## config.mk

```make
export PLATFORM = sky130hd
export DESIGN_NAME = i2c_reg_sequencer
export DESIGN_NICKNAME = d
export VERILOG_FILES = /design/src/rtl/i2c_reg_sequencer.sv
export SDC_FILE = /design/constraint.sdc
export NUM_CORES = 1
export LEC_CHECK = 0
export BUFFER_PORTS_ARGS = -buffer_cell sky130_fd_sc_hd__buf_2
export CAP_MARGIN = 30
export CORE_MARGIN = 4
export CORE_UTILIZATION = 41
export DETAILED_ROUTE_END_ITERATION = 8
export GPL_TIMING_DRIVEN = 0
export PLACE_DENSITY = 0.73
export SYNTH_ARGS = -nofsm -noshare
export SYNTH_HDL_FRONTEND = slang
export SYNTH_SLANG_ARGS = --single-unit
```

## constraint.sdc

```tcl
create_clock -name clk_i -period 2.49 [get_ports clk_i]
set_clock_uncertainty 0.1 [all_clocks]
set_input_delay 0.249 -clock clk_i [delete_from_list [all_inputs] [get_ports clk_i]]
set_output_delay 0.249 -clock clk_i [all_outputs]
set_load 0.005 [all_outputs]
```

## src/rtl/i2c_reg_sequencer.sv

```systemverilog
// ----------------------------------------------------------------------------
// i2c_reg_sequencer
//
// Front end for the byte-level I2C engine. It takes one register-access
// request and runs the whole bus sequence: START, address and data bytes,
// repeated START for reads, and STOP. Each engine operation has a timeout.
//
//   write : START, WRITE {dev,0}, WRITE reg, WRITE wdata, STOP
//   read  : START, WRITE {dev,0}, WRITE reg, START, WRITE {dev,1}, READ, STOP
//
// Ports
//   clk_i, rst_ni          clock, asynchronous active-low reset
//   req_valid_i/ready_o    request handshake (accepted on valid && ready)
//   req_rnw_i              1 = read, 0 = write
//   req_dev_addr_i         7-bit slave address
//   req_reg_addr_i         register address
//   req_wdata_i            write data (ignored for reads)
//   rsp_valid_o            one-cycle pulse at the end of a transaction
//   rsp_rdata_o            read data, updated only by successful reads
//   rsp_error_o            1 = transaction aborted by timeout
//   busy_o                 high from accept through the response cycle
//   i2c_instruction_o      to engine: 00 start, 01 stop, 10 read, 11 write
//   i2c_enable_o           to engine enable
//   i2c_byte_o             to engine byte_to_send
//   i2c_byte_i             from engine byte_received
//   i2c_complete_i         from engine complete
// ----------------------------------------------------------------------------
module i2c_reg_sequencer #(
   parameter int TIMEOUT_CYCLES = 4096
) (
   input  logic       clk_i,
   input  logic       rst_ni,
   input  logic       req_valid_i,
   output logic       req_ready_o,
   input  logic       req_rnw_i,
   input  logic [6:0] req_dev_addr_i,
   input  logic [7:0] req_reg_addr_i,
   input  logic [7:0] req_wdata_i,
   output logic       rsp_valid_o,
   output logic [7:0] rsp_rdata_o,
   output logic       rsp_error_o,
   output logic       busy_o,
   output logic [1:0] i2c_instruction_o,
   output logic       i2c_enable_o,
   output logic [7:0] i2c_byte_o,
   input  logic [7:0] i2c_byte_i,
   input  logic       i2c_complete_i
);

   localparam int TW = $clog2(TIMEOUT_CYCLES);
   localparam logic [TW-1:0] TMO_LAST = TW'(TIMEOUT_CYCLES - 1);

   localparam logic [1:0] INSTR_START = 2'b00;
   localparam logic [1:0] INSTR_STOP  = 2'b01;
   localparam logic [1:0] INSTR_READ  = 2'b10;
   localparam logic [1:0] INSTR_WRITE = 2'b11;

   typedef enum logic [2:0] {
      ST_IDLE,
      ST_ARM,
      ST_RUN,
      ST_DROP,
      ST_RESP
   } state_e;

   state_e        state_q, state_d;
   logic [2:0]    step_q, step_d;
   logic [TW-1:0] tmo_q, tmo_d;

   // request fields and read holding register (data path, no reset)
   logic          rnw_q, rnw_d;
   logic [6:0]    dev_q, dev_d;
   logic [7:0]    reg_q, reg_d;
   logic [7:0]    wdata_q, wdata_d;
   logic [7:0]    hold_q, hold_d;

   // registered outputs
   logic          ready_q, ready_d;
   logic          rsp_valid_q, rsp_valid_d;
   logic [7:0]    rsp_rdata_q, rsp_rdata_d;
   logic          rsp_error_q, rsp_error_d;
   logic          busy_q, busy_d;
   logic [1:0]    instr_q, instr_d;
   logic          en_q, en_d;
   logic [7:0]    byte_q, byte_d;

   logic [2:0]    last_step;

   // Instruction and byte for a given step of the sequence: {instr, byte}.
   function automatic logic [9:0] step_op(input logic [2:0] step,
                                          input logic       rnw,
                                          input logic [6:0] dev,
                                          input logic [7:0] rega,
                                          input logic [7:0] wdata);
      logic [9:0] op;
      op = {INSTR_STOP, 8'h00};
      if (rnw) begin
         case (step)
            3'd0:    op = {INSTR_START, 8'h00};
            3'd1:    op = {INSTR_WRITE, dev, 1'b0};
            3'd2:    op = {INSTR_WRITE, rega};
            3'd3:    op = {INSTR_START, 8'h00};
            3'd4:    op = {INSTR_WRITE, dev, 1'b1};
            3'd5:    op = {INSTR_READ, 8'h00};
            default: op = {INSTR_STOP, 8'h00};
         endcase
      end else begin
         case (step)
            3'd0:    op = {INSTR_START, 8'h00};
            3'd1:    op = {INSTR_WRITE, dev, 1'b0};
            3'd2:    op = {INSTR_WRITE, rega};
            3'd3:    op = {INSTR_WRITE, wdata};
            default: op = {INSTR_STOP, 8'h00};
         endcase
      end
      return op;
   endfunction

   assign last_step = rnw_q ? 3'd6 : 3'd4;

   always_comb begin
      state_d     = state_q;
      step_d      = step_q;
      tmo_d       = tmo_q;
      rnw_d       = rnw_q;
      dev_d       = dev_q;
      reg_d       = reg_q;
      wdata_d     = wdata_q;
      hold_d      = hold_q;
      ready_d     = ready_q;
      rsp_valid_d = 1'b0;
      rsp_rdata_d = rsp_rdata_q;
      rsp_error_d = rsp_error_q;
      busy_d      = busy_q;
      instr_d     = instr_q;
      en_d        = en_q;
      byte_d      = byte_q;

      unique case (state_q)
         ST_IDLE: begin
            if (req_valid_i && ready_q) begin
               rnw_d             = req_rnw_i;
               dev_d             = req_dev_addr_i;
               reg_d             = req_reg_addr_i;
               wdata_d           = req_wdata_i;
               step_d            = 3'd0;
               {instr_d, byte_d} = step_op(3'd0, req_rnw_i, req_dev_addr_i,
                                           req_reg_addr_i, req_wdata_i);
               en_d              = 1'b1;
               tmo_d             = '0;
               ready_d           = 1'b0;
               busy_d            = 1'b1;
               rsp_error_d       = 1'b0;
               state_d           = ST_ARM;
            end
         end

         // The engine still shows complete from the previous operation until
         // it takes the new enable; a low complete means it has accepted.
         ST_ARM: begin
            tmo_d = tmo_q + TW'(1);
            if (!i2c_complete_i) begin
               state_d = ST_RUN;
            end else if (tmo_q == TMO_LAST) begin
               en_d        = 1'b0;
               rsp_valid_d = 1'b1;
               rsp_error_d = 1'b1;
               state_d     = ST_RESP;
            end
         end

         ST_RUN: begin
            tmo_d = tmo_q + TW'(1);
            if (i2c_complete_i) begin
               en_d = 1'b0;
               if (instr_q == INSTR_READ) begin
                  hold_d = i2c_byte_i;
               end
               state_d = ST_DROP;
            end else if (tmo_q == TMO_LAST) begin
               en_d        = 1'b0;
               rsp_valid_d = 1'b1;
               rsp_error_d = 1'b1;
               state_d     = ST_RESP;
            end
         end

         // Enable is low for exactly this one cycle between operations.
         ST_DROP: begin
            if (step_q == last_step) begin
               rsp_valid_d = 1'b1;
               if (rnw_q) begin
                  rsp_rdata_d = hold_q;
               end
               state_d = ST_RESP;
            end else begin
               step_d            = step_q + 3'd1;
               {instr_d, byte_d} = step_op(step_q + 3'd1, rnw_q, dev_q,
                                           reg_q, wdata_q);
               en_d              = 1'b1;
               tmo_d             = '0;
               state_d           = ST_ARM;
            end
         end

         ST_RESP: begin
            ready_d = 1'b1;
            busy_d  = 1'b0;
            state_d = ST_IDLE;
         end

         default: begin
            state_d = ST_IDLE;
         end
      endcase
   end

   always_ff @(posedge clk_i or negedge rst_ni) begin
      if (!rst_ni) begin
         state_q     <= ST_IDLE;
         step_q      <= 3'd0;
         tmo_q       <= '0;
         ready_q     <= 1'b1;
         rsp_valid_q <= 1'b0;
         rsp_rdata_q <= 8'h00;
         rsp_error_q <= 1'b0;
         busy_q      <= 1'b0;
         instr_q     <= 2'b00;
         en_q        <= 1'b0;
         byte_q      <= 8'h00;
      end else begin
         state_q     <= state_d;
         step_q      <= step_d;
         tmo_q       <= tmo_d;
         ready_q     <= ready_d;
         rsp_valid_q <= rsp_valid_d;
         rsp_rdata_q <= rsp_rdata_d;
         rsp_error_q <= rsp_error_d;
         busy_q      <= busy_d;
         instr_q     <= instr_d;
         en_q        <= en_d;
         byte_q      <= byte_d;
      end
   end

   always_ff @(posedge clk_i) begin
      rnw_q   <= rnw_d;
      dev_q   <= dev_d;
      reg_q   <= reg_d;
      wdata_q <= wdata_d;
      hold_q  <= hold_d;
   end

   assign req_ready_o       = ready_q;
   assign rsp_valid_o       = rsp_valid_q;
   assign rsp_rdata_o       = rsp_rdata_q;
   assign rsp_error_o       = rsp_error_q;
   assign busy_o            = busy_q;
   assign i2c_instruction_o = instr_q;
   assign i2c_enable_o      = en_q;
   assign i2c_byte_o        = byte_q;

endmodule

```

==> impl_summary.log <==
INFO  metric run_status = finished clean
INFO  metric power.density_cell_area = 944 mW/mm²
INFO  metric postSynthAreaPerCell = 12.7 µm²
INFO  metric route.antenna.remaining_nets = 0
INFO  metric ys_seq_elements = 73
INFO  metric synth-edff-count = 32
INFO  metric setup_violations = 0
INFO  metric cp_max_fo = 10
INFO  metric clock_latency = 0.34 ns
INFO  metric worst_pin_slew = 0.676 ns
INFO  metric tritoncts = built
INFO  metric global_route.overflow_total = 0
INFO  metric mostFrequentLayoutCells = 61 x sky130_fd_sc_hd__buf_2, 40 x sky130_fd_sc_hd__dfrtp_1, 33 x sky130_fd_sc_hd__dlygate4sd3_1, 32 x sky130_fd_sc_hd__edfxtp_1, 17 x sky130_fd_sc_hd__nand2_1
INFO  metric post-route-period-util = 93.8%
INFO  metric design.portCount = 59
INFO  metric synth.yosys.seq_area_share = 60.2%
INFO  metric cellLeakagePower = 1.83 nW
INFO  metric clockBufferDepth = 2
INFO  metric reg2regPathDepth = 6
INFO  metric kind_of_start_point_of_the_critical_path = flip-flop
INFO  metric die_width = 97.7 µm
INFO  metric worstSetupEndpointType = flip-flop
INFO  metric worstHoldEndpoint = req_ready_o
INFO  metric yosys_warnings = 0
INFO  metric initial_antenna_violation_count = 0
INFO  metric max-cap-violations = 0
INFO  metric synth.cell_area = 0.00330 mm²
INFO  metric routed_wl = 7490 µm
INFO  metric num-nets-final = 405
INFO  metric drv_slew = 0
INFO  metric clkTransAtPathRegs = 0.07 ns
INFO  metric synth_flop_cell = sky130_fd_sc_hd__dfrtp_1
INFO  metric cp_slowest_stage_delay = 0.49 ns
INFO  metric setup-tns-final = 0 ns
INFO  metric filler_cells_inserted = 664
INFO  metric synth_cell_types = 51
INFO  metric crit-reg2reg-capture = i2c_byte_o[1]
INFO  metric detail_route.first_pass.iterations = 4
INFO  metric chipHeight = 97.7 µm
INFO  metric cts_made_buffers = 9
INFO  metric crit_type = flip-flop to flip-flop
INFO  metric finalHoldViolCount = 0
INFO  metric rsz0062_at_grt = false
INFO  metric dieArea = 0.00955 mm²
INFO  metric vias_per_inst = 5.33
INFO  metric critical-path-top-delay-family = compound AO/OA/AOI/OAI gates
INFO  metric wl_per_cell = 15.9 µm
INFO  metric detail_route.drc_violations = 0
INFO  metric final_util = 55.6%
INFO  metric cp_data_arrival_time = 2.50 ns
INFO  metric fp.coreArea = 0.00777 mm²
INFO  metric regToRegSetupSlack = 0.15 ns
INFO  metric gr-usage-all-layers = 16.2%
INFO  metric most_frequent_standard_cell_in_the_layout_excluding_fill_and_tap_cells = sky130_fd_sc_hd__buf_2
INFO  metric share_of_layout_cells_above_drive_strength_1 = 27.7%
INFO  metric cp_num_buf_inv = 1
INFO  metric final_area = 0.00432 mm²
INFO  metric clock-root-buffer = sky130_fd_sc_hd__clkbuf_8
INFO  metric vias = 2507
INFO  metric placement_rows = 32
INFO  metric fin_crit = 2.34 ns
INFO  metric grt_pass1_wl = 12600 µm
INFO  metric placedInstanceArea = 0.00372 mm²
INFO  metric grt_max_degree = 42
INFO  metric globalplace.congestion = 0.820
INFO  metric dp_worst_setup_slack = 0.0107 ns
INFO  metric tritoncts_num_sinks = 73
INFO  metric cts_htree_levels = 3
INFO  metric postSynthCellCount = 259
INFO  metric cp_data_required_time = 2.66 ns
INFO  metric mappedNetlistNets = 301
INFO  metric min-delay-path-class = input port to flip-flop
INFO  metric num_antenna_cells = 0
INFO  metric synthToLayoutAreaGrowth = 30.9%
INFO  metric power.ir.vdd_worst = 0.447 mV
INFO  metric cp_slowest_cell = sky130_fd_sc_hd__dfrtp_1
INFO  metric post_cts.repair.setup_buffers = 0
INFO  metric max_slew_margin = 53.6%
INFO  metric effective_utilization_at_floorplan = 42.5%
INFO  metric timing.critical_path.cells = ha_1 -> xnor2_1 -> clkbuf_1 -> o21ai_0 -> a21o_1 -> o2bb2ai_1
INFO  metric dp.final_hpwl = 4660 µm
INFO  metric drtIter0Drc = 150
INFO  metric number_of_global_route_vias_before_repair = 2605
INFO  metric worstReg2RegStart = step_q[0]
INFO  metric port_buffers = 58
INFO  metric hold_start = req_valid_i
INFO  metric max_freq = 0.428 GHz
INFO  metric asyncSetResetFlopFracSynth = 56.2%
INFO  metric hold_path_cells = 4
INFO  metric post-route-worst-setup-slack = 0.155 ns
## flip-flops by register name, summed over array words and instances, names as in the netlist
signal	cells
tmo_q	12
hold_q	8
i2c_byte_o	8
reg_q	8
rsp_rdata_o	8
wdata_q	8
dev_q	7
state_q	3
step_q	3
i2c_instruction_o	2
busy_o	1
i2c_enable_o	1
req_ready_o	1
rnw_q	1
rsp_error_o	1
rsp_valid_o	1
## metal layers
| metal | global-route usage [%] | vias up | part of all wire [%] |
|---|---|---|---|
| met5 | 0 | - | 0 |
| met4 | 4.37 | 0 | 0.55 |
| met3 | 4.52 | 5 | 5.9 |
| met2 | 26.6 | 75 | 49 |
| met1 | 21.3 | 1229 | 44 |
| li1 | - | 1198 | - |
## worst max-delay path by stage
| stage | slack (ns) | depth (start not counted) | endpoint | start |
|---|---|---|---|---|
| floorplan | 0.27 | 6 | step_q[2] | req_ready_o |
| global placement | -0.08 | 3 | hold_q[1] | state_q[2] |
| detailed placement | 0.01 | 6 | step_q[2] | req_ready_o |
| CTS | 0.20 | 5 | i2c_byte_o[6] | step_q[0] |
| global route | 0.04 | 6 | i2c_byte_o[6] | step_q[0] |
| finish | 0.15 | 6 | i2c_byte_o[1] | step_q[0] |
## cell usage after synthesis (2+ instances only)
cell type	number	area, µm²
sky130_fd_sc_hd__clkbuf_1	8	30.0
sky130_fd_sc_hd__a21oi_1	3	15.0
sky130_fd_sc_hd__nand3b_1	6	45.0
sky130_fd_sc_hd__dfrtp_1	40	1000
sky130_fd_sc_hd__ha_1	6	75.1
sky130_fd_sc_hd__or4_1	3	22.5
sky130_fd_sc_hd__o2bb2ai_1	9	78.8
sky130_fd_sc_hd__buf_2	2	10.0
sky130_fd_sc_hd__buf_6	4	45.0
sky130_fd_sc_hd__mux2_2	9	101
sky130_fd_sc_hd__o31ai_1	4	30.0
sky130_fd_sc_hd__xor2_1	2	17.5
sky130_fd_sc_hd__a21boi_0	3	22.5
sky130_fd_sc_hd__nand4_1	5	31.3
sky130_fd_sc_hd__o21a_1	2	15.0
sky130_fd_sc_hd__nor3_1	2	10.0
sky130_fd_sc_hd__nor2_1	5	18.8
sky130_fd_sc_hd__a22o_1	9	78.8
sky130_fd_sc_hd__or3b_2	2	17.5
sky130_fd_sc_hd__edfxtp_1	32	961
sky130_fd_sc_hd__o21ai_0	11	55.1
sky130_fd_sc_hd__mux2i_1	9	90.1
sky130_fd_sc_hd__inv_1	7	26.3
sky130_fd_sc_hd__nand2_1	17	63.8
sky130_fd_sc_hd__nor4_1	8	50.1
sky130_fd_sc_hd__o22a_1	2	17.5
sky130_fd_sc_hd__or3_1	2	12.5
sky130_fd_sc_hd__a22oi_1	8	60.1
sky130_fd_sc_hd__nand3_1	14	70.1
sky130_fd_sc_hd__nor2b_1	3	18.8
sky130_fd_sc_hd__a21o_1	2	15.0
## repair_timing
item | CTS | global route
hold buffers | 33 | 0
hold endpoints to repair | 72 | 0
resized for setup | 1 | 0
setup endpoints to repair | 1 | 0
## worst min-delay path: stages
cell	delay, ns
sky130_fd_sc_hd__buf_2	0.09
sky130_fd_sc_hd__nand2_1	0.04
sky130_fd_sc_hd__nand2_1	0.05
sky130_fd_sc_hd__nand2_1	0.04
## per-stage QoR
stage          cells  power, mW  hold slack, ns
3_5_place_dp     420       2.91           0.327
5_1_grt          470       4.32          0.0336
4_1_cts          469       4.07          0.0229
3_3_place_gp     419       2.87           0.325
2_1_floorplan    259       2.50          -0.147
6_report         470       4.08          0.0287
## logic make-up after synthesis
family                     Yosys count  share of synthesized area, %
muxes                               18                          5.80
adders and majority gates            6                          2.27
and+or+nand+nor                     78                          14.0
AOI/OAI and AO/OA                   59                          13.3
buffers and inverters               22                          3.60
DFF                                 73                          60.2
xor gates and xnor gates             3                         0.796
## where the power goes
group	leakage (nW)	switching [mW]	internal [mW]
Sequential	0.827	0.159	1.46
Clock	0.117	0.446	0.671
Combinational	0.887	0.744	0.599
Total	1.83	1.35	2.73
## layout make-up
cell class	count	area (µm²)	share of cell area, %
Clock buffer	10	128	2.95
Timing Repair Buffer	93	646	14.9
Inverter	7	30.0	0.695
Multi-Input combinational cell	164	1190	27.6
Clock inverter	6	115	2.66
Tap cell	102	128	2.95
Buffer	15	92.6	2.14
Sequential cell	73	1990	46.0
No activity file was read; power rests on OpenSTA's default activity.
